===== config.mk =====
export PLATFORM = sky130hd
export DESIGN_NAME = hilo_muldiv_ctrl
export DESIGN_NICKNAME = d
export VERILOG_FILES = /design/src/rtl/hilo_muldiv_ctrl.sv
export SDC_FILE = /design/constraint.sdc
export NUM_CORES = 1
export LEC_CHECK = 0
export CAP_MARGIN = 20
export CORE_MARGIN = 2
export CORE_UTILIZATION = 45
export CTS_CLUSTER_SIZE = 14
export DETAILED_ROUTE_END_ITERATION = 12
export HOLD_SLACK_MARGIN = 0.02
export PLACE_DENSITY = 0.63
export SKIP_CTS_REPAIR_TIMING = 1
export SLEW_MARGIN = 30
export SYNTH_ARGS = -nofsm -noshare
export SYNTH_HDL_FRONTEND = slang
export SYNTH_SLANG_ARGS = --single-unit

===== constraint.sdc =====
create_clock -name clk -period 11.08 [get_ports clk]
set_input_delay 2.216 -clock clk [delete_from_list [all_inputs] [get_ports clk]]
set_output_delay 2.216 -clock clk [all_outputs]
set_load 0.03 [all_outputs]

===== src/rtl/hilo_muldiv_ctrl.sv =====
// hilo_muldiv_ctrl: iterative mult/div sequencer that owns hi/lo writes.
// 32-step shift-add multiply / restoring divide on operand magnitudes.
module hilo_muldiv_ctrl #(
   parameter int XLEN  = 32,
   parameter int STEPS = 32
) (
   input  logic              clk,
   input  logic              reset,
   input  logic              start,
   input  logic [1:0]        op,
   input  logic [XLEN-1:0]   srca,
   input  logic [XLEN-1:0]   srcb,
   input  logic              mf_req,
   input  logic              mt_req,
   output logic              busy,
   output logic              stall,
   output logic              hilo_we,
   output logic [2*XLEN-1:0] hilo_wd,
   output logic              div_by_zero
);

   localparam int CW = $clog2(STEPS);

   typedef enum logic [1:0] {
      S_IDLE,
      S_RUN,
      S_FIX,
      S_DONE
   } state_t;

   state_t              r_state;
   state_t              w_next;
   logic [CW-1:0]       r_cnt;
   logic                r_is_div;
   logic                r_neg_res;
   logic                r_neg_dvd;
   logic                r_dbz;
   logic [XLEN-1:0]     r_opnd;
   logic [2*XLEN-1:0]   r_acc;
   logic [2*XLEN-1:0]   r_hilo_wd;

   logic                w_sgn;
   logic                w_a_neg;
   logic                w_b_neg;
   logic [XLEN-1:0]     w_a_mag;
   logic [XLEN-1:0]     w_b_mag;
   logic                w_div_zero;
   logic                w_last;
   logic [XLEN:0]       w_madd;
   logic [2*XLEN-1:0]   w_mstep;
   logic [XLEN:0]       w_rsh;
   logic                w_qbit;
   logic [XLEN-1:0]     w_diff;
   logic [2*XLEN-1:0]   w_dstep;
   logic [2*XLEN-1:0]   w_fix;

   assign w_sgn      = ~op[0];
   assign w_a_neg    = w_sgn & srca[XLEN-1];
   assign w_b_neg    = w_sgn & srcb[XLEN-1];
   assign w_a_mag    = w_a_neg ? -srca : srca;
   assign w_b_mag    = w_b_neg ? -srcb : srcb;
   assign w_div_zero = op[1] & (srcb == '0);
   assign w_last     = (r_cnt == CW'(STEPS-1));

   // multiply step: {hi,lo} holds partial product over remaining multiplier
   assign w_madd  = {1'b0, r_acc[2*XLEN-1:XLEN]}
                  + (r_acc[0] ? {1'b0, r_opnd} : '0);
   assign w_mstep = {w_madd, r_acc[XLEN-1:1]};

   // divide step: {rem,quo} shifts left, quotient bit enters at lsb
   assign w_rsh   = r_acc[2*XLEN-1:XLEN-1];
   assign w_qbit  = (w_rsh >= {1'b0, r_opnd});
   assign w_diff  = w_rsh[XLEN-1:0] - r_opnd;
   assign w_dstep = {w_qbit ? w_diff : w_rsh[XLEN-1:0],
                     r_acc[XLEN-2:0], w_qbit};

   // sign restore: product negates as a whole, div fixes q and r apart
   always_comb begin
      w_fix = r_acc;
      if (!r_is_div) begin
         if (r_neg_res) w_fix = -r_acc;
      end else begin
         if (r_neg_dvd) w_fix[2*XLEN-1:XLEN] = -r_acc[2*XLEN-1:XLEN];
         if (r_neg_res) w_fix[XLEN-1:0] = -r_acc[XLEN-1:0];
      end
   end

   // state register
   always_ff @(posedge clk) begin
      if (reset) r_state <= S_IDLE;
      else       r_state <= w_next;
   end

   // next-state logic; divide by zero skips straight to the write cycle
   always_comb begin
      w_next = r_state;
      case (r_state)
         S_IDLE: if (start) w_next = w_div_zero ? S_DONE : S_RUN;
         S_RUN:  if (w_last) w_next = S_FIX;
         S_FIX:  w_next = S_DONE;
         S_DONE: w_next = S_IDLE;
         default: w_next = S_IDLE;
      endcase
   end

   // operand capture, iteration and result latch
   always_ff @(posedge clk) begin
      if (reset) begin
         r_cnt     <= '0;
         r_is_div  <= 1'b0;
         r_neg_res <= 1'b0;
         r_neg_dvd <= 1'b0;
         r_dbz     <= 1'b0;
         r_opnd    <= '0;
         r_acc     <= '0;
         r_hilo_wd <= '0;
      end else begin
         case (r_state)
            S_IDLE: begin
               if (start) begin
                  r_cnt     <= '0;
                  r_is_div  <= op[1];
                  r_neg_res <= w_a_neg ^ w_b_neg;
                  r_neg_dvd <= w_a_neg;
                  r_dbz     <= w_div_zero;
                  r_opnd    <= op[1] ? w_b_mag : w_a_mag;
                  r_acc     <= {{XLEN{1'b0}},
                                op[1] ? w_a_mag : w_b_mag};
                  if (w_div_zero)
                     r_hilo_wd <= {srca, {XLEN{1'b1}}};
               end
            end
            S_RUN: begin
               r_cnt <= r_cnt + CW'(1);
               r_acc <= r_is_div ? w_dstep : w_mstep;
            end
            S_FIX: begin
               r_hilo_wd <= w_fix;
            end
            default: ;
         endcase
      end
   end

   // status and write strobe decode
   always_comb begin
      busy        = (r_state != S_IDLE);
      hilo_we     = (r_state == S_DONE);
      div_by_zero = (r_state == S_DONE) & r_dbz;
      stall       = busy & (start | mf_req | mt_req);
   end

   assign hilo_wd = r_hilo_wd;

endmodule


## Word-level counts from Yosys, hierarchy flattened

Cells that the tools add are included.
Widths: inputs -> output; s select.

- Flip-flop bits (word level): 171
- Bits of input ports: 71
- Output and inout bits: 68
- Logic and storage cells: 65

- Add/subtract/negate cells: 8
- Order comparisons: 1
- Equality and inequality tests: 7
- Multiplexer cells: 22
- Bitwise logic cells: 9
- Reduce and logical (&&, ||, !) cells: 9

Operator list:

| kind | number |
|---|---|
| $mux 64 | 6 |
| $mux 32 | 8 |
| $pmux 64 s2 | 2 |
| $neg 32->32 | 4 |
| $neg 64->64 | 1 |
| $add 32x32->33 | 1 |
| $ge 33x32->1 | 1 |
| $logic_not 32->1 | 1 |
| $sub 32x32->32 | 1 |
| $pmux 5 s2 | 1 |
| $pmux 2 s4 | 1 |
| $mux 2 | 3 |
| $ne 2x2->1 const B | 3 |
| $reduce_and 2->1 | 3 |
| $reduce_bool 2->1 | 3 |
| $add 5x1->5 const B | 1 |
| $and 1x1->1 | 5 |
| $eq 5x5->1 const B | 1 |
| $mux 5 | 1 |
| $eq 2x2->1 const B | 2 |
| $reduce_and 3->1 | 1 |
| $eq 2x1->1 const B | 1 |
| $logic_not 2->1 | 1 |
| $or 1x1->1 | 2 |
| other kinds (2) | 2 |

## Logic depth before layout (Yosys ltp)

- Word-level depth: 6
- Gate-level depth with buffers: 15
- Gate-level depth less buffers: 14

## Least setup slack after synthesis

Ideal clock, no wire load.

- Path type: input -> register
- From: in srcb[4]
- To: reg r_hilo_wd[10] (netlist: hilo_wd[10])
- Library setup time: 0.091 ns
- Arrival time: 4.850 ns
- Data required time: 10.989 ns
- Setup slack: 6.139 ns
- Stages on the path: 11
- Path buffers: 2
- Cell sequence: or4_1 -> nor3_1 -> nand3_1 -> nor4_1 -> and4b_1 -> nand2_1 -> o21ai_0 -> clkbuf_1 -> clkbuf_1 -> nor2_1 -> a311oi_1

- Cells in the longest elaborated chain, start to end: 4

Ends and longest elaborated chain:

| what | RTL line | text |
|---|---|---|
| from (decl) | 12 | `input logic [XLEN-1:0] srcb,` |
| $logic_not 32->1 | 62 | `assign w_div_zero = op[1] & (srcb == '0);` |
| $and 1x1->1 | 62 |  |
| $ne 2x2->1 (no line) | -- |  |
| $reduce_and 3->1 (no line) | -- |  |
| to (signal assigned) | 130 | `r_hilo_wd <= {srca, {XLEN{1'b1}}};` |
| to (signal assigned) | 138 | `r_hilo_wd <= w_fix;` |
| to (decl) | 40 | `logic [2*XLEN-1:0] r_hilo_wd;` |

No other way between the ends.
A chain may end at the register's enable or synchronous reset.

## Final worst setup path

- From: in start
- To: out stall

- Cells in the longest elaborated chain, start to end: 3

Ends and longest elaborated chain:

| what | RTL line | text |
|---|---|---|
| from (decl) | 9 | `input logic start,` |
| $or 1x1->1 (2 in a row) | 150 | `stall = busy & (start \| mf_req \| mt_req);` |
| $and 1x1->1 | 150 |  |
| to (decl) | 16 | `output logic stall,` |

No other way between the ends.

==> flow_summary.toml <==
[drt]
wl_mm = 52.2
drt_iter0_drc = 1238
wl_per_cell_um = 21.9
vias_per_cell = 6.19
vias = 14800
post-route-drc-count = 0
dr.pass1.iters = 5
ant_nets = 0

[floorplan]
die_w_um = 182
core_area_mm2 = 0.0313
start_util_pct = 45.4
io_pins = 139
row_count = 65
dieHeight_um = 182
fp.dieArea_mm2 = 0.0330

[power_and_ir_drop]
sw_frac_of_total_pct = 46.6
seq_power_share_pct = 28.3
p_total_mw = 3.18
p_sw_mw = 1.48
p_leak_nw = 6.26
p_per_area_mw_per_mm2 = 195
pwr-share-clk_pct = 20.5
comb_power_share_pct = 51.2
p_int_mw = 1.70
ir_worst_vdd_v = 0.000117

[critical_path]
r2r_slack_ps = 6540
critPathRequiredTime_ps = 8860
cp.arrival_ps = 3570
crit_path_start_kind = "input port"
critical_path_class = "input port to primary output"
crit_path_end_kind = "primary output"
cp_max_fo = 4

[timing]
max_slew_margin_pct = 33.8
skew_ps = 12.8
tightest_slew_ps = 989
period_minus_slack_ps = 5790
tns_ps = 0
fmax_mhz = 173
drv_slew = 0
period_share_pct = 52.2
hold_viol_final = 0
rsz0062_at_grt = "false"
setup_violations = 0

[grt]
met1_usage_pct = 42.0
grt_pass1_vias = 13700
antenna_found_initial = 0
grt-busiest-layer = "met2"
use_met3_pct = 6.06
grt_max_degree = 94
grt_usage_pct = 31.2
met2_usage_pct = 47.9
grt_first_pass_wirelength_mm = 79.8
overflow = 0

[worst_hold_path]
min_path_type = "flop to flop"

[outcome]
status = "finished clean"

[clock_network]
cts_tree = "built"
insertion_delay_ps = 460
clock_path_buffers = 2
cts.sinks = 171
h-tree-depth = 4
clk_pin_slew_ps = 70
cts_made_buffers = 17
root_buffer = "clkbuf_16"

[logic_synthesis]
syn_area_mm2 = 0.0142
synthCells = 1938
async_flop_share_pct = 0
synth-edff-count = 0
syn_area_per_cell_um2 = 7.33
ys_seq_area_share_pct = 24.1
synth_warnings = 0
yosys_register_bits = 171
synthFlopType = "dfxtp_1"
synth_cell_types = 74
synth_nets = 2085

[cells_and_area]
drive_above_1_share_pct = 5.39
mostFrequentLayoutCell = "nor2_1"
diodes = 0
layout_common_cells = "286 x nor2_1, 200 x a21oi_1, 169 x dfxtp_1"
area_growth_pct = 15.0
fin_nets = 2120
num-fill-cells = 3106

[run]
cap_violations = 0

[place]
hpwl_mm = 40.2
gp_congestion = 0.969
io_buffers = 138
-- final timing paths --
kind                           start  cells past startpoint                       to
max                            start                      4                    stall
max reg2reg   r_acc[39]$_SDFFE_PP0P_                     12   r_acc[50]$_SDFFE_PP0P_
min reg2reg  r_opnd[17]$_SDFFE_PP0P_                      2  r_opnd[17]$_SDFFE_PP0P_
min          r_opnd[17]$_SDFFE_PP0P_                      2  r_opnd[17]$_SDFFE_PP0P_
-- synthesized netlist by cell type, types with 15 or more instances --
| master | instances | area (um2) |
|---|---|---|
| nand2_1 | 140 | 526 |
| o211ai_1 | 23 | 173 |
| or3_1 | 17 | 106 |
| nor4_1 | 17 | 106 |
| xor2_1 | 89 | 780 |
| or4_1 | 15 | 113 |
| inv_1 | 65 | 244 |
| o21ai_0 | 107 | 536 |
| ha_1 | 74 | 926 |
| a22oi_1 | 24 | 180 |
| mux2_2 | 21 | 236 |
| o31ai_1 | 18 | 135 |
| nor3_1 | 45 | 225 |
| nor2b_1 | 15 | 93.8 |
| nand3_1 | 18 | 90.1 |
| xnor2_1 | 83 | 727 |
| nor2_1 | 287 | 1080 |
| a21o_1 | 26 | 195 |
| buf_1 | 15 | 56.3 |
| a21oi_1 | 200 | 1000 |
| clkbuf_1 | 116 | 435 |
| mux2i_1 | 38 | 380 |
| nand4_1 | 17 | 106 |
| a311oi_1 | 41 | 359 |
| dfxtp_1 | 171 | 3420 |
| a211oi_1 | 94 | 706 |
-- state kept, by name, summed over array words and instances, names as in the netlist --
signal	cells
hilo_wd	64
r_acc	64
r_cnt	5
r_dbz	1
r_is_div	1
r_neg_dvd	1
r_neg_res	1
r_opnd	32
r_state	2
-- critical path, stage by stage --
cell and delay [ps]:
clkdlybuf4s50_1 520, nor3_1 70, nor2_1 80, clkdlybuf4s50_1 680
-- per-layer routing --
metal | vias to the layer above | share of wire (%)
li1 | 7089 | -
met1 | 6994 | 44
met2 | 582 | 43
met3 | 118 | 8.4
met4 | 3 | 4.6
met5 | - | 0.12
-- cells by family after synthesis --
| kind of cell | after synthesis | synth area share [%] |
|---|---|---|
| DFF | 171 | 24.1 |
| and+or+nand+nor | 634 | 20.4 |
| adders and majority gates | 76 | 6.80 |
| muxes | 61 | 4.55 |
| xor gates and xnor gates | 172 | 10.6 |
| AOI/OAI and AO/OA | 618 | 28.0 |
| buffers and inverters | 206 | 5.56 |
-- layout make-up --
class	count	area (um2)	area share [%]
clock inverters	14	184	1.13
flip-flops and latches	171	3430	21.0
well taps	402	503	3.08
multi-input cells	1561	10000	61.5
repair buffers	155	1500	9.19
clock buffers	18	429	2.63
inverters	67	251	1.54
-- stage by stage --
step                setup WS [ps]  instance area (um2)  utilization [%]  hold slack [ps]  std cells
CTS                          5280                16300             52.2              459       2388
finish                       5290                16300             52.2              459       2388
floorplan                    6140                14200                -              432       1938
global placement             5050                15700             50.2              440       2356
global route                 4870                16300             52.2              475       2388
detailed placement           4910                15700             50.2              445       2356
-- power by group through the flow --
| stage | combinational (mW) | sequential [mW] | clock [mW] |
|---|---|---|---|
| finish | 1.63 | 0.901 | 0.652 |
| global route | 1.78 | 0.918 | 0.680 |
| CTS | 1.61 | 0.894 | 0.656 |
| detailed placement | 1.60 | 0.908 | 0 |
| global placement | 1.59 | 0.906 | 0 |
| floorplan | 1.09 | 0.912 | 0 |
No activity file was read; power rests on OpenSTA's default activity.
